--- src/rtl/ccip_host_wr_responder.sv ---
// Host-side CCI-P c1 write responder: answers each write with its mdata after a fixed latency.
// Optional capture RAM for write data enabled by defining CCIP_HOST_WR_CAPTURE_EN.
module ccip_host_wr_responder #(
    parameter int unsigned FIFO_DEPTH     = 16,
    parameter int unsigned ALM_FULL_SLACK = 8,
    parameter int unsigned RSP_LATENCY    = 4,
    parameter int unsigned CAP_ENTRIES    = 8
) (
    input  logic                           clk,
    input  logic                           reset,
    input  logic                           c1_tx_valid,
    input  logic [41:0]                    c1_tx_addr,
    input  logic [15:0]                    c1_tx_mdata,
    input  logic [511:0]                   c1_tx_data,
    output logic                           c1_tx_alm_full,
    output logic                           c1_rx_wr_rsp_valid,
    output logic [15:0]                    c1_rx_wr_rsp_mdata,
    output logic [31:0]                    wr_count,
    output logic                           overflow_err,
    input  logic [$clog2(CAP_ENTRIES)-1:0] cap_rd_idx,
    output logic [511:0]                   cap_rd_data
);

    localparam int unsigned PTR_W  = $clog2(FIFO_DEPTH);
    localparam int unsigned CNT_W  = PTR_W + 1;
    localparam int unsigned CAP_W  = $clog2(CAP_ENTRIES);
    localparam int unsigned ALM_TH = FIFO_DEPTH - ALM_FULL_SLACK;

    typedef struct packed {
        logic [15:0] mdata;
        logic [7:0]  ts;
    } entry_t;

    entry_t            fifo_mem [FIFO_DEPTH];
    entry_t            head;
    logic [7:0]        age;
    logic              deq;
    logic              full;
    logic              acc;

    logic [7:0]        now_q,       now_d;
    logic [PTR_W-1:0]  wr_ptr_q,    wr_ptr_d;
    logic [PTR_W-1:0]  rd_ptr_q,    rd_ptr_d;
    logic [CNT_W-1:0]  count_q,     count_d;
    logic              alm_full_q,  alm_full_d;
    logic              rsp_valid_q, rsp_valid_d;
    logic [15:0]       rsp_mdata_q, rsp_mdata_d;
    logic [31:0]       wr_count_q,  wr_count_d;
    logic              overflow_q,  overflow_d;

    // Release/accept decisions use registered occupancy, so a fresh entry is never released in its enqueue cycle.
    always_comb begin
        head        = fifo_mem[rd_ptr_q];
        age         = now_q - head.ts;
        deq         = (count_q != '0) && (age >= 8'(RSP_LATENCY));
        full        = (count_q == CNT_W'(FIFO_DEPTH));
        acc         = c1_tx_valid && (!full || deq);

        now_d       = now_q + 8'd1;
        wr_ptr_d    = wr_ptr_q;
        rd_ptr_d    = rd_ptr_q;
        rsp_valid_d = deq;
        rsp_mdata_d = '0;
        wr_count_d  = wr_count_q + 32'(deq);
        overflow_d  = overflow_q | (c1_tx_valid && full && !deq);

        if (acc) begin
            wr_ptr_d = wr_ptr_q + PTR_W'(1);
        end
        if (deq) begin
            rd_ptr_d    = rd_ptr_q + PTR_W'(1);
            rsp_mdata_d = head.mdata;
        end
        count_d    = count_q + CNT_W'(acc) - CNT_W'(deq);
        alm_full_d = (count_d >= CNT_W'(ALM_TH));
    end

    always_ff @(posedge clk or posedge reset) begin
        if (reset) begin
            now_q       <= '0;
            wr_ptr_q    <= '0;
            rd_ptr_q    <= '0;
            count_q     <= '0;
            alm_full_q  <= 1'b0;
            rsp_valid_q <= 1'b0;
            rsp_mdata_q <= '0;
            wr_count_q  <= '0;
            overflow_q  <= 1'b0;
        end else begin
            now_q       <= now_d;
            wr_ptr_q    <= wr_ptr_d;
            rd_ptr_q    <= rd_ptr_d;
            count_q     <= count_d;
            alm_full_q  <= alm_full_d;
            rsp_valid_q <= rsp_valid_d;
            rsp_mdata_q <= rsp_mdata_d;
            wr_count_q  <= wr_count_d;
            overflow_q  <= overflow_d;
        end
    end

    // Pending-response storage; stale contents are harmless because occupancy is reset.
    always_ff @(posedge clk) begin
        if (acc) begin
            fifo_mem[wr_ptr_q] <= '{mdata: c1_tx_mdata, ts: now_q};
        end
    end

    assign c1_tx_alm_full     = alm_full_q;
    assign c1_rx_wr_rsp_valid = rsp_valid_q;
    assign c1_rx_wr_rsp_mdata = rsp_mdata_q;
    assign wr_count           = wr_count_q;
    assign overflow_err       = overflow_q;

`ifdef CCIP_HOST_WR_CAPTURE_EN
    logic [511:0] cap_mem [CAP_ENTRIES];
    logic [511:0] cap_rd_data_q, cap_rd_data_d;
    logic         unused_cap;

    assign cap_rd_data_d = cap_mem[cap_rd_idx];

    // Read-before-write: a same-index read in the write cycle sees the old line.
    always_ff @(posedge clk) begin
        if (acc) begin
            cap_mem[c1_tx_addr[CAP_W-1:0]] <= c1_tx_data;
        end
    end

    always_ff @(posedge clk or posedge reset) begin
        if (reset) begin
            cap_rd_data_q <= '0;
        end else begin
            cap_rd_data_q <= cap_rd_data_d;
        end
    end

    assign cap_rd_data = cap_rd_data_q;
    assign unused_cap  = ^c1_tx_addr[41:CAP_W];
`else
    logic unused_cap;

    assign cap_rd_data = '0;
    assign unused_cap  = ^{cap_rd_idx, c1_tx_addr, c1_tx_data};
`endif

endmodule

--- config.mk ---
export PLATFORM = sky130hd
export DESIGN_NAME = ccip_host_wr_responder
export DESIGN_NICKNAME = d
export VERILOG_FILES = /design/src/rtl/ccip_host_wr_responder.sv
export SDC_FILE = /design/constraint.sdc
export NUM_CORES = 1
export LEC_CHECK = 0
export ABC_AREA = 1
export BUFFER_PORTS_ARGS = -buffer_cell sky130_fd_sc_hd__buf_2
export CORE_AREA = 5 5 446 448
export CTS_CLUSTER_DIAMETER = 60
export DETAILED_ROUTE_END_ITERATION = 10
export DIE_AREA = 0 0 451 453
export PLACE_DENSITY = 0.3
export SYNTH_ARGS = -nofsm -noshare
export SYNTH_HDL_FRONTEND = slang
export SYNTH_SLANG_ARGS = --single-unit
export TNS_END_PERCENT = 100
--- constraint.sdc ---
create_clock -name clk -period 12.7 [get_ports clk]
set_input_delay 1.27 -clock clk [delete_from_list [all_inputs] [get_ports clk]]
set_output_delay 1.27 -clock clk [all_outputs]
set_load 0.01 [all_outputs]
==> results by stage <==
STA:
- The achievable clock frequency is 144 MHz.
- The actual slew at the worst max-slew pin is 924 ps.
- The max-slew violation count is 0.
- The post-route clock skew is 63.4 ps.
- The worst path needs 6930 ps of the cycle, external delays included.
- The total negative slack is 0 ps.
- Setup violations remaining at the end of the flow were counted as 0.
- The relative slew slack is 38.4%.
- Across all hold checks on the routed design, the worst slack comes to 478 ps.
- Setup repair after global routing left no endpoint under its margin.
- Dividing the final minimum period by the clock period gives 54.5%.
- The number of hold violations in the final report is 0.

Die:
- The vertical die dimension is 453 um.
- For this design the top-level I/O count stands at 1139.
- The total die area is 0.204 mm2.
- The die is 451 um wide.
- After floorplanning, the core was divided into 162 placement rows.
- The initial core utilization is 11.5%.
- The core outline area is 0.194 mm2.

Synth:
- The number of enable-type register cells in the synthesized netlist is 384.
- After synthesis, flip-flops and latches occupy 59.7% of the total area.
- In this run the mean area of a mapped cell was 11.6 um2.
- The post-synthesis cell type count is 46.
- The most used flip-flop cell after synthesis is edfxtp_1.
- Counting flops with an async set or reset pin after synthesis yields a share of 15.8%.
- The synthesized design contains 456 register bits.
- The number of warning messages in the yosys log is 0.
- The cell count after synthesis came out at 1928.
- The cell area that synthesis handed to floorplanning was 0.0223 mm2.

Pwr:
- The clock network power share is 29.4%.
- Per report_power, the sequential group accounts for 36.9% of the total.
- Per report_power, the combinational group accounts for 33.7% of the total.
- Of the total power, the share spent switching nets is 38.6%.
- In this run the power density over the cells is 198 mW/mm2.
- The total internal power is 0.00310 W.
- The switching component of the power is 0.00195 W.
- The worst-case IR drop observed on VDD is 101 uV.
- The static leakage power is 9.35 nW.

Route:
- In the final routed layout, each cell accounts on average for 14.4 um.
- The number of iterations in the first detailed-routing pass is 5.
- The detailed-route via count is 12700.
- The number of remaining DRC errors is 0.
- The detailed router finished its first iteration with 733 violations.
- The via-per-instance ratio is 2.76.
- Once detail routing completed, the nets flagged for antenna violations numbered 0.
- For this block, the routed nets add up to 65900 um of wire.

Clock tree:
- In this run the post-CTS setup repair buffer count came out at 0.
- The source-to-sink clock delay at the later pin of the worst-skew pair is 640 ps.
- TritonCTS built the clock tree.
- The cell at the root of the clock tree is clkbuf_16.
- Clock-pin slew was measured on the worst setup and hold paths at 60 ps.
- The CTS H-tree depth is 2.
- The quantity of hold-fixing buffers added after cts is 0.
- No sink is reached through more buffers than the 3 on the longest clock path.
- The sink count of the clock tree is 456.
- Counting the buffers created by CTS gives 52.
- The post-CTS resize count is 0.

Worst setup path:
- The worst register-to-register path ends at c1_tx_alm_full$_DFF_PP0_.
- Across all register-to-register paths, the minimum setup slack is 5770 ps.
- The type of destination of the critical path is a register.
- The type of the worst setup path is register to register.
- The worst register-to-register path begins at rd_ptr_q[0]$_DFFE_PP0P_.
- The peak fanout along the critical path is 72.
- The library cell contributing the largest single delay on the critical path is buf_4.
- The data arrival time of the critical path is 7390 ps.
- The kind of launch point of the worst setup path is a register.
- The largest single stage delay on the critical path is 780 ps.
- The cell repeated most along the worst path is inv_1.
- For the worst setup path, the data required time is 13160 ps.
- For the worst flop-to-flop path, the logic depth is 25.

Run status:
- The run finished with clean final reports.

Hold path:
- Along the worst hold path, the cell count comes to 1.
- The min-delay analysis places its worst path in the category register to register.
- The hold-critical path endpoint is wr_count[31]$_DFF_PP0_.
- In this run the most critical hold path is launched from wr_count[31]$_DFF_PP0_.

Global route:
- The via count of the first global-routing pass is 11600.
- After global routing the overflow that remains totals 0.
- The first global-routing pass estimated 88900 um of wire.
- The global-route usage over all layers is 5.92%.
- The initial antenna violation count is 10.
- Entering global routing, the biggest net connects 90 pins.

Layout:
- The fraction of final layout cells with drive strength greater than 1 is 11.6%.
- The count of nets after finishing is 2602.
- Fill cells in the final layout number 21900.
- Relative to the synthesized area, the layout overhead comes to 14.4%.

Placement:
- The count of buffers from port buffering is 69.
- The HPWL after detailed placement is 37400 um.
- At the end of routability-driven placement, the weighted congestion stood at 0.682.

Job:
- The number of maximum-capacitance constraint violations is 0.
[flip-flops by register name, indices dropped and copies added, names as in the netlist, 4 cells and up]
| signal | count |
|---|---|
| fifo_mem | 384 |
| c1_rx_wr_rsp_mdata | 16 |
| count_q | 5 |
| wr_ptr_q | 4 |
| wr_count | 32 |
| now_q | 8 |
| rd_ptr_q | 4 |
[logic make-up after synthesis]
logic type,after synthesis,share of synthesized area (%)
xor gates and xnor gates,45,1.77
and+or+nand+nor,465,8.97
DFF,456,59.7
other,1,0.0168
buffers and inverters,654,20.1
AOI/OAI and AO/OA,284,8.01
adders and majority gates,23,1.36
[cell type report]
class	instances	area, um2	share of cell area, %
clock buffer	75	1440	5.63
sequential	456	13300	52.2
timing repair buffer	100	578	2.26
antenna	1	2.50	0.00980
multi-input combinational	1329	6530	25.6
clock inverter	23	224	0.877
inverter	64	250	0.980
tap	2542	3180	12.5
[metrics by stage]
step	setup WS (ps)	total power (W)	util, %	area [um2]	instances
2_1_floorplan	8220	0.00312	-	24200	2439
3_3_place_gp	5430	0.00370	12.3	23900	4491
3_5_place_dp	5490	0.00368	12.3	23900	4491
4_1_cts	5460	0.00521	13.2	25500	4589
5_1_grt	5150	0.00541	13.2	25500	4589
6_report	5770	0.00505	13.2	25500	4590
[worst max path at each step]
stage / start / slack [ps] / end
floorplan: rd_ptr_q[0]$_DFFE_PP0P_ / 8220 / c1_tx_alm_full$_DFF_PP0_
finish: rd_ptr_q[0]$_DFFE_PP0P_ / 5770 / c1_tx_alm_full$_DFF_PP0_
detailed placement: rd_ptr_q[0]$_DFFE_PP0P_ / 5490 / c1_tx_alm_full$_DFF_PP0_
CTS: rd_ptr_q[0]$_DFFE_PP0P_ / 5460 / c1_tx_alm_full$_DFF_PP0_
global placement: rd_ptr_q[0]$_DFFE_PP0P_ / 5430 / c1_tx_alm_full$_DFF_PP0_
global route: rd_ptr_q[0]$_DFFE_PP0P_ / 5150 / c1_tx_alm_full$_DFF_PP0_
[power by group through the flow]
stage | clock network, W | logic (W) | registers (W)
2_1_floorplan | 0 | 0.00124 | 0.00187
3_3_place_gp | 0 | 0.00180 | 0.00190
3_5_place_dp | 0 | 0.00178 | 0.00190
4_1_cts | 0.00155 | 0.00178 | 0.00187
5_1_grt | 0.00161 | 0.00192 | 0.00188
6_report | 0.00148 | 0.00170 | 0.00187
[worst max-delay path: cells and delay by family, from the launching register on]
family,cells,cell delay (ps)
AO/OA/AOI/OAI,5,1010
XOR/XNOR,1,150
adder cells (fa/ha/maj),5,1480
buffers and inverters,7,1920
flip-flops,1,500
AND/OR/NAND/NOR,7,1680
[cell usage after synthesis, drive strengths merged (2+ instances only)]
library cell	count	area (um2)
buf	565	4160
o221a	18	203
o22ai	8	50.1
o221ai	10	87.6
nand4	14	115
nand2	222	851
clkbuf	25	93.8
edfxtp	384	11500
fa	2	40.0
inv	64	243
o21ai	128	644
nor4	2	18.8
nand3	41	235
a32o	18	180
xnor2	15	131
dfrtp	72	1800
xor2	30	263
a221oi	22	193
nor2	163	634
ha	21	263
nor3	20	128
a21oi	68	340
o31ai	10	75.1
[cells in the final DEF (no fill, tap or decap), drive strengths merged, types with 20 or more instances in the layout]
cell,netlist,layout
a221oi,22,22
nor2,163,163
nand3,41,41
inv,64,66
ha,21,21
a21oi,68,68
dfrtp,72,72
nor3,20,20
edfxtp,384,384
nand2,222,222
conb,1,512
clkbuf,25,75
o21ai,128,128
buf,565,100
xor2,30,30
[metal layers]
layer  GRT usage, %  routed length, um  part of all wire (%)
met5              0                 25                 0.038
met2           10.1              32200                    49
met3          0.984               3920                   6.0
met4           1.35               1170                   1.8
met1           7.80              28600                    43
Power figures use the tool's default switching activity.
